File: src/rtl/mem_lsu.sv
// Load/store unit for the MEM stage: turns an EX/MEM memory op into one bus
// transaction and formats the load result for write-back.
module mem_lsu #(
  parameter int ADDR_W      = 32,
  parameter int REG_ADDR_W  = 5,
  parameter int TIMEOUT_CYC = 255
) (
  input  logic                  clk,
  input  logic                  rst,
  input  logic [REG_ADDR_W-1:0] wd_i,
  input  logic                  wreg_i,
  input  logic [31:0]           wdata_i,
  input  logic [3:0]            mem_op_i,
  input  logic [ADDR_W-1:0]     mem_addr_i,
  input  logic [31:0]           reg2_i,
  output logic [REG_ADDR_W-1:0] wd_o,
  output logic                  wreg_o,
  output logic [31:0]           wdata_o,
  output logic                  stall_req_o,
  output logic                  mem_req_o,
  output logic                  mem_we_o,
  output logic [ADDR_W-1:0]     mem_addr_o,
  output logic [3:0]            mem_be_o,
  output logic [31:0]           mem_data_o,
  input  logic                  mem_ack_i,
  input  logic [31:0]           mem_rdata_i,
  output logic                  exc_misalign_o,
  output logic                  exc_buserr_o
);

  localparam logic [3:0] OP_LB  = 4'd1;
  localparam logic [3:0] OP_LBU = 4'd2;
  localparam logic [3:0] OP_LH  = 4'd3;
  localparam logic [3:0] OP_LHU = 4'd4;
  localparam logic [3:0] OP_LW  = 4'd5;
  localparam logic [3:0] OP_SB  = 4'd6;
  localparam logic [3:0] OP_SH  = 4'd7;
  localparam logic [3:0] OP_SW  = 4'd8;
  localparam logic [7:0] CNT_LAST = 8'(TIMEOUT_CYC - 1);

  typedef enum logic [1:0] {IDLE = 2'd0, REQ = 2'd1, DONE = 2'd2} state_t;

  state_t              state_r, state_s;
  logic [7:0]          cnt_r;
  logic [REG_ADDR_W-1:0] wd_r;
  logic [3:0]          op_r;
  logic [1:0]          off_r;
  logic [ADDR_W-1:0]   addr_r;
  logic [3:0]          be_r;
  logic                we_r;
  logic                ld_r;
  logic [31:0]         sdata_r;
  logic [31:0]         result_r;
  logic                abort_r;

  logic                is_load_s, is_store_s, aligned_s, start_s, timeout_s;
  logic [3:0]          be_s;
  logic [31:0]         sdata_s;

  function automatic logic [31:0] fmt_load(input logic [3:0] op, input logic [1:0] off,
                                           input logic [31:0] rd);
    logic [7:0]  b;
    logic [15:0] h;
    b = rd[{off, 3'b000} +: 8];
    h = off[1] ? rd[31:16] : rd[15:0];
    case (op)
      OP_LB:   fmt_load = {{24{b[7]}}, b};
      OP_LBU:  fmt_load = {24'd0, b};
      OP_LH:   fmt_load = {{16{h[15]}}, h};
      OP_LHU:  fmt_load = {16'd0, h};
      OP_LW:   fmt_load = rd;
      default: fmt_load = 32'd0;
    endcase
  endfunction

  // Decode the incoming op into size class, alignment, lanes and store data
  always_comb begin
    is_load_s  = 1'b0;
    is_store_s = 1'b0;
    aligned_s  = 1'b1;
    be_s       = 4'b0000;
    sdata_s    = 32'd0;
    case (mem_op_i)
      OP_LB, OP_LBU, OP_SB: begin
        is_load_s  = (mem_op_i != OP_SB);
        is_store_s = (mem_op_i == OP_SB);
        be_s       = 4'b0001 << mem_addr_i[1:0];
        sdata_s    = {4{reg2_i[7:0]}};
      end
      OP_LH, OP_LHU, OP_SH: begin
        is_load_s  = (mem_op_i != OP_SH);
        is_store_s = (mem_op_i == OP_SH);
        aligned_s  = ~mem_addr_i[0];
        be_s       = mem_addr_i[1] ? 4'b1100 : 4'b0011;
        sdata_s    = {2{reg2_i[15:0]}};
      end
      OP_LW, OP_SW: begin
        is_load_s  = (mem_op_i == OP_LW);
        is_store_s = (mem_op_i == OP_SW);
        aligned_s  = (mem_addr_i[1:0] == 2'b00);
        be_s       = 4'b1111;
        sdata_s    = reg2_i;
      end
      default: begin
        is_load_s  = 1'b0;
        is_store_s = 1'b0;
      end
    endcase
    if (!is_store_s) begin
      sdata_s = 32'd0;
    end else begin
      sdata_s = sdata_s;
    end
  end

  assign start_s   = (is_load_s | is_store_s) & aligned_s;
  assign timeout_s = (cnt_r == CNT_LAST);

  // Next-state logic
  always_comb begin
    state_s = state_r;
    case (state_r)
      IDLE:    state_s = start_s ? REQ : IDLE;
      REQ:     state_s = (mem_ack_i || timeout_s) ? DONE : REQ;
      DONE:    state_s = IDLE;
      default: state_s = IDLE;
    endcase
  end

  // State, wait counter and transaction capture registers
  always_ff @(posedge clk) begin
    if (rst) begin
      state_r  <= IDLE;
      cnt_r    <= 8'd0;
      wd_r     <= '0;
      op_r     <= 4'd0;
      off_r    <= 2'd0;
      addr_r   <= '0;
      be_r     <= 4'd0;
      we_r     <= 1'b0;
      ld_r     <= 1'b0;
      sdata_r  <= 32'd0;
      result_r <= 32'd0;
      abort_r  <= 1'b0;
    end else begin
      state_r <= state_s;
      case (state_r)
        IDLE: if (start_s) begin
          cnt_r    <= 8'd0;
          wd_r     <= wd_i;
          op_r     <= mem_op_i;
          off_r    <= mem_addr_i[1:0];
          addr_r   <= {mem_addr_i[ADDR_W-1:2], 2'b00};
          be_r     <= be_s;
          we_r     <= is_store_s;
          ld_r     <= is_load_s;
          sdata_r  <= sdata_s;
          result_r <= 32'd0;
          abort_r  <= 1'b0;
        end
        REQ: begin
          if (mem_ack_i) begin
            result_r <= fmt_load(op_r, off_r, mem_rdata_i);
          end else begin
            cnt_r   <= cnt_r + 8'd1;
            abort_r <= timeout_s;
          end
        end
        default: ;
      endcase
    end
  end

  // Output decode; pass-through in IDLE keeps non-memory instructions stall-free
  always_comb begin
    wd_o           = '0;
    wreg_o         = 1'b0;
    wdata_o        = 32'd0;
    stall_req_o    = 1'b0;
    mem_req_o      = 1'b0;
    mem_we_o       = 1'b0;
    mem_addr_o     = '0;
    mem_be_o       = 4'd0;
    mem_data_o     = 32'd0;
    exc_misalign_o = 1'b0;
    exc_buserr_o   = 1'b0;
    if (rst) begin
      wd_o = '0;
    end else begin
      case (state_r)
        IDLE: begin
          wd_o    = wd_i;
          wdata_o = wdata_i;
          if (!(is_load_s || is_store_s)) begin
            wreg_o = wreg_i;
          end else if (!aligned_s) begin
            exc_misalign_o = 1'b1;
          end else begin
            stall_req_o = 1'b1;
          end
        end
        REQ: begin
          wd_o        = wd_r;
          stall_req_o = 1'b1;
          mem_req_o   = 1'b1;
          mem_we_o    = we_r;
          mem_addr_o  = addr_r;
          mem_be_o    = be_r;
          mem_data_o  = sdata_r;
        end
        DONE: begin
          wd_o         = wd_r;
          wreg_o       = ld_r & ~abort_r;
          wdata_o      = (ld_r && !abort_r) ? result_r : 32'd0;
          exc_buserr_o = abort_r;
        end
        default: wd_o = '0;
      endcase
    end
  end

endmodule

File: config.mk
export PLATFORM = sky130hd
export DESIGN_NAME = mem_lsu
export DESIGN_NICKNAME = d
export VERILOG_FILES = /design/src/rtl/mem_lsu.sv
export SDC_FILE = /design/constraint.sdc
export NUM_CORES = 1
export LEC_CHECK = 0
export BUFFER_PORTS_ARGS = -buffer_cell sky130_fd_sc_hd__buf_4
export CELL_PAD_IN_SITES_DETAIL_PLACEMENT = 2
export CELL_PAD_IN_SITES_GLOBAL_PLACEMENT = 2
export CORE_UTILIZATION = 29
export CTS_CLUSTER_DIAMETER = 150
export CTS_CLUSTER_SIZE = 8
export DETAILED_ROUTE_END_ITERATION = 7
export HOLD_SLACK_MARGIN = 0.06
export PLACE_DENSITY = 0.9
export SLEW_MARGIN = 20
export SYNTH_ARGS = -nofsm -noshare
export SYNTH_HDL_FRONTEND = slang
export SYNTH_SLANG_ARGS = --single-unit
export TNS_END_PERCENT = 50
File: constraint.sdc
create_clock -name clk -period 3 [get_ports clk]
set_input_delay 0.3 -clock clk [delete_from_list [all_inputs] [get_ports clk]]
set_output_delay 0.3 -clock clk [all_outputs]
set_load 0.03 [all_outputs]
==> qor.yml <==
finClkSkew_ns: 0.0155
cap_violations: 0
io_pins: 252
postPlaceCellArea_um2: 8860
cp_max_fo: 69
clockBufferDepth: 2
clock_latency_ns: 0.42
area.growth.synth_to_final_pct: 38.5
die_h_um: 155
worstPathArrival_ns: 2.49
drtPass1Iterations: 7
finalWorstSetupSlack_ns: 0.210
detail_route.wl_per_cell_um: 21.5
grt_antenna_before_repair: 0
wl_met3_mm: 1.28
cts.repair.resized: 0
total_power_mw: 4.84
synth_seq_cells: 122
drt_iter0_markers: 406
synthDistinctLibCells: 71
synth_fa_ha_area_share_pct: 1.10
stdcell_count: 1296
drtAntennaViolNets: 0
tritoncts: "built"
die-area_um2: 24100
min_period_ns: 2.79
grt_max_degree: 70
synth-compound-area-share_pct: 27.4
placementRows: 55
ys_seq_area_share_pct: 35.8
hp-class: "input port to register"
grt_pass1_vias: 7539
grt_pass1_wl_mm: 43.4
hold_buffers: 0
cts_setup_buffers: 0
drive_gt1_share_pct: 36.7
die_w_um: 155
core_region_area_um2: 22800
gp_congestion: 0.781
clock_sinks: 122
top_layer_used: "met4"
finalWirelength_mm: 27.8
setup_violations: 0
post_synth_and_or_nand_nor_area_fraction_pct: 19.7
pre_cts_ws_ns: 0.237
syn-instance-count: 750
min_period_over_period_pct: 93.0
post-dp-hpwl_mm: 19.5
vias: 6809
synthXorXnorAreaFrac_pct: 0.257
tns_ns: 0
syn_area_um2: 6820
slew_viol_final: 0
clock_tree.root_cell: "clkbuf_16"
synth_top_family_by_area: "compound AO/OA/AOI/OAI gates"
holdWs_ns: 0.108
synthMuxAreaShare_pct: 8.35
synth_warnings: 0
routed-wl-met2_mm: 14.1
tightestPinTransition_ns: 0.809
critPathCaptureType: "primary output"
numCtsBuffers: 17
postLayoutCellArea_um2: 9440
htreeDepth: 4
worst_slew_margin_rel_pct: 46.0
drc: 0
irDropWorstVdd_v: 0.000377
synth_top_area_cell: "dfxtp_1"
required_ns: 2.70
synth.avg_cell_area_um2: 9.09
final_nets: 1117
drt-met1-wl_mm: 11.4
synthArstFlopShare_pct: 0
dp_cells: 1264
yosysTopAreaCellShare_pct: 35.8
hold_viol_final: 0
port_buffers: 249
overflow: 0
via_per_inst: 5.25
rsz0062_at_grt: "no"
n_antenna_cell: 0
netlist_top_cells_area: "dfxtp_1, mux2i_1, o2bb2ai_2"
status: "complete, no violations"
start_util_pct: 29.9
grt_usage_pct: 23.3
clk_pin_slew_ns: 0.06
leakage_nw: 4.05
crit_type: "register to primary output"
synth_flop_cell: "dfxtp_1"
power_per_cell_area_nw_per_um2: 513
synth_edf_count: 0
finish.utilization_pct: 41.3
nFillCells: 2523
fmax_ghz: 0.358
start_kind: "register"
==> layer usage <==
metal  track usage (%)  up-vias
met3              5.18       60
met1              26.9     3379
met4              10.8        0
li1                  -     3159
met2              41.0      211
met5                 0        -
==> state kept, by name (all words and copies together) (netlist names) <==
signal,cells
off_r,2
cnt_r,8
state_r,2
result_r,32
wd_r,5
addr_r,30
sdata_r,32
ld_r,1
be_r,4
we_r,1
abort_r,1
op_r,4
==> final timing paths <==
| kind | start | end | slack, ns | cells past startpoint |
|---|---|---|---|---|
| max reg2reg | state_r[0] | result_r[1] | 0.33 | 8 |
| min | mem_addr_i[5] | addr_r[5] | 0.11 | 3 |
| max | state_r[1] | mem_addr_o[13] | 0.21 | 7 |
| min reg2reg | we_r | we_r | 0.44 | 2 |
==> Yosys cell counts, types with 5 or more instances <==
| master | n |
|---|---|
| a221oi_1 | 7 |
| clkbuf_1 | 30 |
| o21ai_1 | 24 |
| and2_1 | 70 |
| buf_4 | 8 |
| dfxtp_1 | 122 |
| o2bb2ai_2 | 30 |
| o41ai_1 | 5 |
| buf_2 | 15 |
| nor2_1 | 88 |
| inv_1 | 17 |
| o221a_2 | 7 |
| nor2b_1 | 14 |
| a222oi_1 | 9 |
| ha_1 | 6 |
| a21oi_1 | 26 |
| nor3_1 | 9 |
| buf_6 | 6 |
| a22oi_1 | 55 |
| nand2_1 | 44 |
| a22o_1 | 8 |
| buf_12 | 5 |
| o21ai_0 | 24 |
| mux2i_1 | 51 |
==> cells by family after synthesis <==
kind of cell | count (synthesis)
flip-flops | 122
AO/OA/AOI/OAI | 220
AND/OR/NAND/NOR | 260
multiplexers | 54
buffers and inverters | 85
other | 1
XOR/XNOR | 2
adder cells (fa/ha/maj) | 6
==> worst max-delay path, cell delays in order (launching register included) <==
cell      delay (ns)
dfxtp_1         0.32
inv_1           0.08
ha_1            0.57
nand2b_1        0.28
inv_1           0.17
buf_12          0.26
and2_1          0.19
buf_4           0.16
==> cell usage in the layout, fill, tap and decap left out, types with 14 or more instances in the layout <==
cell / n
a21oi_1: 26
a22oi_1: 55
and2_1: 70
buf_4: 266
clkbuf_16: 17
dfxtp_1: 122
inv_1: 17
mux2i_1: 51
nand2_1: 44
nor2_1: 87
nor2b_1: 14
o21ai_0: 24
o21ai_1: 24
o2bb2ai_2: 30
==> power by group <==
part           internal [mW]  switching (mW)  leakage (nW)
registers               1.68          0.0486         0.990
clock network           1.25           0.824         0.276
logic                  0.426           0.613          2.78
total                   3.36            1.49          4.05
==> layout make-up <==
| type | instances | area (µm²) | area share [%] |
|---|---|---|---|
| clock inverters | 13 | 144 | 1.52 |
| repair buffers | 268 | 2040 | 21.6 |
| flip-flops and latches | 122 | 2440 | 25.9 |
| clock buffers | 19 | 443 | 4.69 |
| inverters | 17 | 63.8 | 0.676 |
| well taps | 313 | 392 | 4.15 |
| multi-input cells | 544 | 3920 | 41.5 |
No activity file was read; power rests on OpenSTA's default activity.
